`src/rtl/cnn_pool_pkg.sv`:
```
// Shared types and helpers for the 2x2 multi-channel pooling stage.
// Average datapath is built only when POOL_AVG_EN is defined.
package cnn_pool_pkg;

  typedef enum logic {
    POOL_MAX = 1'b0,
    POOL_AVG = 1'b1
  } pool_mode_t;

  localparam int MW = 64;

  function automatic int clog1(input int n);
    return (n <= 2) ? 1 : $clog2(n);
  endfunction

  function automatic logic signed [MW-1:0] smax(
    input logic signed [MW-1:0] a,
    input logic signed [MW-1:0] b
  );
    return (a > b) ? a : b;
  endfunction

endpackage

```
`src/rtl/cnn_pool_2x2_multich_if.sv`:
```
// Raster stream in, pooled stream out, with squeeze back-pressure.
// Master drives pixels; slave is the pooling stage.
interface cnn_pool_2x2_multich_if #(
  parameter int DW = 24,
  parameter int CH = 4
);
  logic          DIN_VALID;
  logic [CH*DW-1:0] DIN;
  logic          MODE;
  logic          SQUEEZE;
  logic          SQUEEZE_OUT;
  logic [CH*DW-1:0] OUT;
  logic          VALID;
  logic          LAST_IN_LINE;
  logic          LAST_PIX;

  modport master (
    output DIN_VALID, DIN, MODE, SQUEEZE,
    input  SQUEEZE_OUT, OUT, VALID,
    input  LAST_IN_LINE, LAST_PIX
  );

  modport slave (
    input  DIN_VALID, DIN, MODE, SQUEEZE,
    output SQUEEZE_OUT, OUT, VALID,
    output LAST_IN_LINE, LAST_PIX
  );
endinterface

```
`src/rtl/cnn_pool_lane.sv`:
```
// One channel: hold reg, pair combine, line buffer, final combine.
// Line buffer is DW+1 wide only when POOL_AVG_EN is defined.
module cnn_pool_lane
  import cnn_pool_pkg::*;
#(
  parameter int DW = 24,
  parameter int NB = 32,
  parameter int AW = 5
) (
  input  logic                 clk,
  input  logic                 rst,
  input  logic                 acc,
  input  logic                 odd_col,
  input  logic                 odd_row,
  input  logic [AW-1:0]        idx,
`ifdef POOL_AVG_EN
  input  logic                 avg,
`endif
  input  logic signed [DW-1:0] din,
  output logic signed [DW-1:0] q
);
`ifdef POOL_AVG_EN
  localparam int LW = DW + 1;
`else
  localparam int LW = DW;
`endif

  logic signed [DW-1:0] hold_q;
  logic signed [LW-1:0] lb [NB];
  logic signed [LW-1:0] pair;
  logic signed [LW-1:0] prev;
  logic signed [DW-1:0] fin;
  logic signed [MW-1:0] pmax;
  logic signed [MW-1:0] fmax;
  logic                 unused_hi;

  assign prev = lb[idx];
  assign pmax = smax(MW'(hold_q), MW'(din));
  assign fmax = smax(MW'(pair), MW'(prev));
  assign unused_hi = ^{pmax[MW-1:LW], fmax[MW-1:DW]};

`ifdef POOL_AVG_EN
  logic signed [DW+1:0] sum4;
  assign sum4 = (DW+2)'(pair) + (DW+2)'(prev);
`endif

  // Pair and final combine; average floors via arithmetic shift
  always_comb begin
    pair = pmax[LW-1:0];
    fin  = fmax[DW-1:0];
`ifdef POOL_AVG_EN
    if (avg) begin
      pair = LW'(hold_q) + LW'(din);
      fin  = DW'(sum4 >>> 2);
    end
`endif
  end

  // Hold the even-column pixel and register finished outputs
  always_ff @(posedge clk) begin
    if (rst) begin
      hold_q <= '0;
      q      <= '0;
    end else if (acc) begin
      if (!odd_col) hold_q <= din;
      if (odd_col && odd_row) q <= fin;
    end
  end

  // Even rows park pair values; never cleared, always rewritten first
  always_ff @(posedge clk) begin
    if (acc && odd_col && !odd_row) lb[idx] <= pair;
  end

endmodule

```
`src/rtl/cnn_pool_2x2_multich.sv`:
```
// 2x2 stride-2 max/average pooling over CH lockstep channels.
// POOL_AVG_EN enables the run-time average mode.
module cnn_pool_2x2_multich
  import cnn_pool_pkg::*;
#(
  parameter int DW       = 24,
  parameter int CH       = 4,
  parameter int P_WIDTH  = 64,
  parameter int P_HEIGHT = 64
) (
  input logic CLK,
  input logic RST,
  cnn_pool_2x2_multich_if.slave bus
);
  localparam int CW = clog1(P_WIDTH);
  localparam int RW = clog1(P_HEIGHT);
  localparam int NB = P_WIDTH / 2;
  localparam int AW = clog1(NB);

  logic [CW-1:0] col_q;
  logic [RW-1:0] row_q;
  logic [AW-1:0] idx;
  logic          acc;
  logic          eol;
  logic          eof;
  logic          produce;

  assign acc     = bus.DIN_VALID && !bus.SQUEEZE;
  assign eol     = col_q == CW'(P_WIDTH - 1);
  assign eof     = row_q == RW'(P_HEIGHT - 1);
  assign produce = acc && col_q[0] && row_q[0];
  assign idx     = AW'(col_q >> 1);
  assign bus.SQUEEZE_OUT = bus.SQUEEZE;

  // Raster position of the next accepted pixel
  always_ff @(posedge CLK) begin
    if (RST) begin
      col_q <= '0;
      row_q <= '0;
    end else if (acc) begin
      if (eol) begin
        col_q <= '0;
        row_q <= eof ? '0 : row_q + 1'b1;
      end else begin
        col_q <= col_q + 1'b1;
      end
    end
  end

`ifdef POOL_AVG_EN
  pool_mode_t mode_q;
  logic       avg;
  assign avg = mode_q == POOL_AVG;

  // Mode is sampled only on the first pixel of a frame
  always_ff @(posedge CLK) begin
    if (RST) begin
      mode_q <= POOL_MAX;
    end else if (acc && col_q == '0 && row_q == '0) begin
      mode_q <= pool_mode_t'(bus.MODE);
    end
  end
`else
  logic unused_mode;
  assign unused_mode = bus.MODE;
`endif

  // Output strobes travel with OUT and freeze under squeeze
  always_ff @(posedge CLK) begin
    if (RST) begin
      bus.VALID        <= 1'b0;
      bus.LAST_IN_LINE <= 1'b0;
      bus.LAST_PIX     <= 1'b0;
    end else if (acc) begin
      bus.VALID        <= produce;
      bus.LAST_IN_LINE <= produce && eol;
      bus.LAST_PIX     <= produce && eol && eof;
    end else if (!bus.SQUEEZE) begin
      bus.VALID        <= 1'b0;
      bus.LAST_IN_LINE <= 1'b0;
      bus.LAST_PIX     <= 1'b0;
    end
  end

  for (genvar c = 0; c < CH; c++) begin : g_lane
    logic signed [DW-1:0] q;

    cnn_pool_lane #(
      .DW(DW),
      .NB(NB),
      .AW(AW)
    ) u_lane (
      .clk    (CLK),
      .rst    (RST),
      .acc    (acc),
      .odd_col(col_q[0]),
      .odd_row(row_q[0]),
      .idx    (idx),
`ifdef POOL_AVG_EN
      .avg    (avg),
`endif
      .din    (bus.DIN[c*DW +: DW]),
      .q      (q)
    );

    assign bus.OUT[c*DW +: DW] = q;
  end

endmodule

```
`src/flat_wrapper.sv`:
```
// flat-port wrapper written by rule: the top's interface ports become plain ports
module cnn_pool_2x2_multich_flat import cnn_pool_pkg::*;
#(
  parameter int DW       = 24,
  parameter int CH       = 4,
  parameter int P_WIDTH  = 64,
  parameter int P_HEIGHT = 64
)
  (CLK, RST, bus_DIN_VALID, bus_DIN, bus_MODE, bus_SQUEEZE, bus_SQUEEZE_OUT, bus_OUT, bus_VALID, bus_LAST_IN_LINE, bus_LAST_PIX);
  cnn_pool_2x2_multich_if #(.DW(DW), .CH(CH)) bus_i ();
  input logic CLK;
  input logic RST;
  input wire logic [$bits(bus_i.DIN_VALID)-1:0] bus_DIN_VALID;
  input wire logic [$bits(bus_i.DIN)-1:0] bus_DIN;
  input wire logic [$bits(bus_i.MODE)-1:0] bus_MODE;
  input wire logic [$bits(bus_i.SQUEEZE)-1:0] bus_SQUEEZE;
  output wire logic [$bits(bus_i.SQUEEZE_OUT)-1:0] bus_SQUEEZE_OUT;
  output wire logic [$bits(bus_i.OUT)-1:0] bus_OUT;
  output wire logic [$bits(bus_i.VALID)-1:0] bus_VALID;
  output wire logic [$bits(bus_i.LAST_IN_LINE)-1:0] bus_LAST_IN_LINE;
  output wire logic [$bits(bus_i.LAST_PIX)-1:0] bus_LAST_PIX;
  assign bus_i.DIN_VALID = bus_DIN_VALID;
  assign bus_i.DIN = bus_DIN;
  assign bus_i.MODE = bus_MODE;
  assign bus_i.SQUEEZE = bus_SQUEEZE;
  assign bus_SQUEEZE_OUT = bus_i.SQUEEZE_OUT;
  assign bus_OUT = bus_i.OUT;
  assign bus_VALID = bus_i.VALID;
  assign bus_LAST_IN_LINE = bus_i.LAST_IN_LINE;
  assign bus_LAST_PIX = bus_i.LAST_PIX;
  cnn_pool_2x2_multich #(.DW(DW), .CH(CH), .P_WIDTH(P_WIDTH), .P_HEIGHT(P_HEIGHT)) u_core (.CLK(CLK), .RST(RST), .bus(bus_i));
endmodule
```
`config.mk`:
```
export PLATFORM = sky130hd
export DESIGN_NAME = cnn_pool_2x2_multich_flat
export DESIGN_NICKNAME = d
export VERILOG_FILES = /design/src/rtl/cnn_pool_pkg.sv /design/src/rtl/cnn_pool_2x2_multich_if.sv /design/src/rtl/cnn_pool_lane.sv /design/src/rtl/cnn_pool_2x2_multich.sv /design/src/flat_wrapper.sv
export SDC_FILE = /design/constraint.sdc
export NUM_CORES = 2
export LEC_CHECK = 0
export CAP_MARGIN = 20
export CORE_ASPECT_RATIO = 1.4
export CORE_MARGIN = 2
export CORE_UTILIZATION = 60
export CTS_CLUSTER_DIAMETER = 150
export CTS_CLUSTER_SIZE = 10
export DETAILED_ROUTE_END_ITERATION = 6
export PLACE_DENSITY_LB_ADDON = 0.08
export SETUP_SLACK_MARGIN = 0.02
export SYNTH_ARGS = -nofsm -noshare
export SYNTH_HDL_FRONTEND = slang
export SYNTH_SLANG_ARGS = --single-unit
```
`constraint.sdc`:
```
create_clock -name CLK -period 17 [get_ports CLK]
set_input_delay 4.25 -clock CLK [delete_from_list [all_inputs] [get_ports CLK]]
set_output_delay 4.25 -clock CLK [all_outputs]
set_load 0.02 [all_outputs]
```
## Word-level counts from Yosys, hierarchy flattened

Memories as Yosys holds them, arrays and structs flattened. A register that Yosys moved wholly into a read port is not among the register bits.
Cells that the tools add are included.

- Flip-flop bits (word level): 207
- Bits in writable memories: 3,072
- Input bits: 101
- Output and inout port bits: 100
- Word-level logic and storage cells: 67
- Memories: 4

- Add/subtract/negate cells: 2
- Magnitude comparators: 8
- Eq/ne operators: 3
- Muxes and demuxes: 24
- Bitwise operators: 1
- Reduce and logical (&&, ||, !) cells: 12

Memory list:

| memory | words | width | rd ports | clocked after memory_dff | write ports | RTL line | source |
|---|---|---|---|---|---|---|---|
| u_core.g_lane[0].u_lane.lb | 32 | 24 | 1 | 1 | 1 | cnn_pool_lane.sv:29 | `logic signed [LW-1:0] lb [NB];` |
| u_core.g_lane[1].u_lane.lb | 32 | 24 | 1 | 1 | 1 | cnn_pool_lane.sv:29 |  |
| u_core.g_lane[2].u_lane.lb | 32 | 24 | 1 | 1 | 1 | cnn_pool_lane.sv:29 |  |
| u_core.g_lane[3].u_lane.lb | 32 | 24 | 1 | 1 | 1 | cnn_pool_lane.sv:29 |  |

Operators by type and width:

| kind | number |
|---|---|
| 24-bit greater-than comparator | 8 |
| 24-bit 2-to-1 mux | 8 |
| 5-bit 2-to-1 mux | 8 |
| 6-bit by 1-bit adder with 6-bit output (second input constant) | 2 |
| 6-bit equality test (second input constant) | 2 |
| 6-bit 2-to-1 mux | 2 |
| 1-bit logical AND | 7 |
| 1-bit 2-to-1 mux | 6 |
| 2-bit AND reduction | 3 |
| 1-bit zero test | 2 |
| 2-bit by 1-bit inequality test with 1-bit output (second input constant) | 1 |
| 1-bit inverter | 1 |

## Longest topological paths before layout

- Depth in word-level cells: 7
- Gate-level depth with buffers: 20
- Mapped depth without buffers: 17

## By module

A second synthesis with hierarchy kept.

- Cell total of the unflattened synthesis: 7,250
- Area total of the unflattened synthesis: 134,327.6 µm²

By module, submodules not included:

| module | instances | cells an instance | area each (µm²) | seq. area each (µm²) |
|---|---|---|---|---|
| cnn_pool_lane at u_core.g_lane[0].u_lane | 1 | 1,799 | 33,455.8 | 24,023.0 |
| cnn_pool_lane at u_core.g_lane[3].u_lane | 1 | 1,797 | 33,449.6 | 24,023.0 |
| cnn_pool_lane at u_core.g_lane[2].u_lane | 1 | 1,797 | 33,444.6 | 24,023.0 |
| cnn_pool_lane at u_core.g_lane[1].u_lane | 1 | 1,771 | 33,220.6 | 24,023.0 |
| cnn_pool_2x2_multich | 1 | 86 | 757.0 | 300.3 |

## Worst setup path after synthesis

No wires, ideal clock.

- Path type: input-to-reg
- Start point: input port bus_DIN_VALID
- End point: memory u_core.g_lane[0].u_lane.lb[28][0] (netlist name) (enable)
- Library setup time: 552 ps
- Arrival: 9,210 ps
- Required time: 16,448 ps
- Slack: 7,238 ps
- Cell stages on the path: 6
- Buffers on the path: 2
- Cells stage by stage: nor2b_1 > clkbuf_1 > nand2_1 > or3_1 > clkbuf_1 > nor2_1

- Longest elaborated chain between the ends: 5

Ends and longest elaborated chain:

| item | RTL line | source |
|---|---|---|
| start, declared | flat_wrapper.sv:13 | `input wire logic [$bits(bus_i.DIN_VALID)-1:0] bus_DIN_VALID;` |
| 1-bit logical AND | cnn_pool_2x2_multich.sv:28 | `assign acc = bus.DIN_VALID && !bus.SQUEEZE;` |
| 1-bit logical AND (2 in a row) | cnn_pool_lane.sv:72 | `if (acc && odd_col && !odd_row) lb[idx] <= pair;` |
| 1-bit 2-to-1 mux | cnn_pool_lane.sv:72 |  |
| 1-bit 2-to-1 mux (implied by the code) | cnn_pool_lane.sv:72 |  |
| end, declared | cnn_pool_lane.sv:29 |  |

Every way passes these cells.

## Final worst setup path

- Start point: input port bus_DIN[23]
- End point: register u_core.g_lane[0].u_lane.q[15]

- Longest elaborated chain between the ends: 4

Ends and longest elaborated chain:

| item | RTL line | source |
|---|---|---|
| start, declared | flat_wrapper.sv:14 | `input wire logic [$bits(bus_i.DIN)-1:0] bus_DIN;` |
| 24-bit greater-than comparator | cnn_pool_pkg.sv:20 | `return (a > b) ? a : b;` |
| 24-bit 2-to-1 mux | cnn_pool_pkg.sv:20 |  |
| net u_core.g_lane[0].u_lane.pmax[14] | cnn_pool_lane.sv:33 | `logic signed [MW-1:0] pmax;` |
| 24-bit greater-than comparator | cnn_pool_pkg.sv:20 |  |
| 24-bit 2-to-1 mux | cnn_pool_pkg.sv:20 |  |
| end signal, assigned | cnn_pool_lane.sv:66 | `if (odd_col && odd_row) q <= fin;` |
| end, declared | cnn_pool_lane.sv:20 | `output logic signed [DW-1:0] q` |

The timed path passes the listed nets, and every way through them passes these cells.
A chain may end at the register's enable or synchronous reset.

==> out/results.tsv <==
metric	value	unit
Resized Gates After CTS	0	
status	complete, but fails checks	
busiest grt layer	met2	
Setup TNS Final	0	ns
yosys warns	0	
chip height	556	um
vias in the first global route	68500	
critical path arrival	11.01	ns
Int Pwr	13.2	mW
Starting Density	60.4	%
VDD IR-drop max	0.0000769	V
HPWL after DPL	169	mm
power share of the clock group	41.5	%
total track usage	29.9	%
clk_lat worst skew	0.86	ns
num ports	201	
First-pass DRT Iterations	7	
first-pass GRT wire length	470	mm
slew margin rel.	23.7	%
critical path depth in cells	18	
worst-path maximum fanout	33	
Via Count	66700	
share of cells above drive strength 1	20.7	%
ys async rst share	0	%
Post-synth top cells	edfxtp_1, mux4_2, nand2_1	
CTS tree	yes	
crit path cell chain	clkdlybuf4s50_1 -> inv_1 -> ha_1 -> nand4_1 -> or4_1 -> a41o_1 -> a211oi_4 -> buf_4 -> mux2i_1 -> inv_1 -> ha_1 -> nand4_1 -> nor4b_1 -> o21ai_0 -> o211ai_1 -> a211oi_4 -> or3_1 -> o211ai_1	
final hold vios	0	
synthesized instance count	6584	
Reg clk slew, reported paths	0.05	ns
WP data required	17.76	ns
DR iter-0 viols	7917	
RSZ-0062 raised after global routing	no	
number of distinct library cells after synthesis	72	
die area	221000	um^2
highest clock rate	97.5	MHz
WS Path Type	in2reg	
number of synthesized flops with an enable pin	3072	
Num Clock Sinks	3284	
Place WS	5.90	ns
FF-to-FF setup slack	9.78	ns
worst path bufs/invs	4	
R2R cell count	14	
initial antenna violation count	12	
Worst Tran Pin Value	1.15	ns
Reg2Reg Capture Point	u_core.g_lane[1].u_lane.q[14]	
htree depth	5	
Final Slew Violations	0	
GR Overflow Total	0	
core area	216000	um^2
Buffers on Ports	199	
worst setup margin	6.74	ns
Setup Buffers After CTS	0	
ys flop type	edfxtp_1	
max cap viols	0	
P_sw	3.41	mW
pwr dens	114	nW/um^2
main combinational cell family by area after synthesis	multiplexers	
Synth Area in Adders	1.86	%
Area contributors post-synth	edfxtp_1, mux4_2, dfxtp_1, mux2i_1, ha_1	
hold path start	u_core.g_lane[2].u_lane.hold_q[0]	
Final Cell Area	146000	um^2
Die W	398	um
switch share	20.5	%
vias per cell	6.73	
Synth top area share	70.6	%
syn avg cell area	19.8	um^2
met1 Use GR	40.7	%
CTS root buf	clkbuf_16	
pin count of the biggest net entering global routing	131	
ANT nets after route	0	
CP Launch Type	input pin	
DRC viols	1	
Pwr Total	16.6	mW
leading area contributor after synthesis	edfxtp_1	
failing checks	design-rule violations	
XOR/XNOR share of the synthesized area	0.0604	%
final worst clock skew	0.0394	ns
GRT met3 Usage	5.54	%
CTS Buf Count	370	
Synth Cell Area	131000	um^2
drt total wl	328	mm
Synthesized Nets	6879	
Combinational Power Share	4.2	%
Final period util	60.3	%
count leader, synth	edfxtp_1	
Post-DP Area	136000	um^2
crit end category	flop	
post-synthesis compound-gate area fraction	3.68	%
Worst path max stage delay	0.75	ns
simple-gate portion of the synthesized area	2.49	%
Area Growth Syn to Fin	12.0	%
Final nets	7230	
global placement routability congestion	0.815	
mux cell area share after synthesis	16.3	%
kind of cell adding the most delay to the critical path	simple AND/OR/NAND/NOR gates	
row count	202	
leakage	46.2	nW
min-delay worst type	reg2reg	
CTS Buffer Depth	4	
Critical-path top delay cell	or3_1	
Seq pwr share	54.3	%
Setup violations, final	0	
Seq/Total Area, Yosys	73.9	%
Final min period	10.26	ns
DR WL/cell	33.1	um
Final Core Density	67.6	%
Worst setup startpoint	bus_DIN[23]	
Post-CTS Hold Fix Bufs	0	
GR Util met2	49.5	%
Critical Path End	u_core.g_lane[0].u_lane.q[15]	
register bit total from synthesis	3284	
==> how the worst min path moves through the flow <==
stage | cells past startpoint | to
floorplan | 2 | u_core.g_lane[2].u_lane.hold_q[0]
global placement | 2 | u_core.g_lane[2].u_lane.hold_q[0]
detailed placement | 2 | u_core.g_lane[2].u_lane.hold_q[0]
CTS | 2 | u_core.g_lane[2].u_lane.hold_q[0]
global route | 2 | u_core.g_lane[2].u_lane.hold_q[23]
finish | 2 | u_core.g_lane[2].u_lane.hold_q[0]
==> power by group through the flow <==
stage / sequential [mW] / combinational, mW / clock [mW]
6_report: 9.04 / 0.702 / 6.91
5_1_grt: 9.03 / 0.764 / 7.28
4_1_cts: 9.04 / 0.685 / 7.00
3_5_place_dp: 9.20 / 0.685 / 0
3_3_place_gp: 9.20 / 0.653 / 0
2_1_floorplan: 9.19 / 0.445 / 0
==> cell usage in the layout, fill, tap and decap left out, types with 48 or more instances in the layout <==
| cell | Yosys | final |
|---|---|---|
| edfxtp_1 | 3072 | 3072 |
| mux4_2 | 768 | 768 |
| clkbuf_16 | 0 | 383 |
| nand2_1 | 356 | 355 |
| mux2i_1 | 327 | 326 |
| dfxtp_1 | 212 | 208 |
| clkdlybuf4s50_1 | 0 | 198 |
| ha_1 | 194 | 194 |
| a21oi_1 | 176 | 175 |
| a22oi_1 | 142 | 142 |
| inv_1 | 138 | 137 |
| nor2_1 | 164 | 128 |
| buf_4 | 46 | 116 |
| clkbuf_1 | 197 | 88 |
| o21ai_0 | 75 | 74 |
| mux2_2 | 64 | 64 |
| o22ai_1 | 48 | 48 |
==> kinds of logic (layout without fill, tap and decap cells) <==
family | after synthesis | after routing
buffers and inverters | 499 | 957
DFF | 3284 | 3284
xor gates and xnor gates | 9 | 9
AOI/OAI and AO/OA | 701 | 701
other | 0 | 8
and+or+nand+nor | 734 | 734
adders and majority gates | 194 | 194
muxes | 1163 | 1163
==> flip-flops by register name, summed over array words and instances, names as in the netlist, named ones only <==
| name | count |
|---|---|
| u_core.bus.LAST_IN_LINE | 1 |
| u_core.row_q | 6 |
| u_core.bus.LAST_PIX | 1 |
| u_core.g_lane.u_lane.lb | 3072 |
| u_core.bus.VALID | 1 |
| u_core.g_lane.u_lane.q | 96 |
| u_core.col_q | 6 |
| u_core.g_lane.u_lane.hold_q | 96 |
==> cell type report <==
type                       instances  area, um^2
clock buffer                     471        9910
multi-input combinational       2801       32300
sequential                      3284       96500
inverter                         138         519
fill                           13900       70100
tap                             2856        3570
clock inverter                     8        70.1
timing repair buffer             340        3390
antenna                            8        20.0
==> worst reg2reg max path: cells and delay by family, from the launching register on <==
kind | cells | cell delay (ns)
mux | 2 | 0.86
fa+ha+maj | 1 | 0.19
buf+inv | 3 | 2.27
flops | 1 | 0.88
compound gates | 4 | 1.54
simple gates | 4 | 1.42
==> routing by layer <==
metal / vias up / wire (um)
li1: 27600 / -
met1: 35100 / 125000
met2: 3314 / 164000
met3: 557 / 29000
met4: 4 / 9990
met5: - / 21
==> stage by stage <==
step / hold slack [ns] / instances
2_1_floorplan: 0.436 / 6584
3_3_place_gp: 0.445 / 9410
3_5_place_dp: 0.456 / 9411
4_1_cts: 0.463 / 9890
5_1_grt: 0.487 / 9899
6_report: 0.461 / 9906
Power figures use the tool's default switching activity.
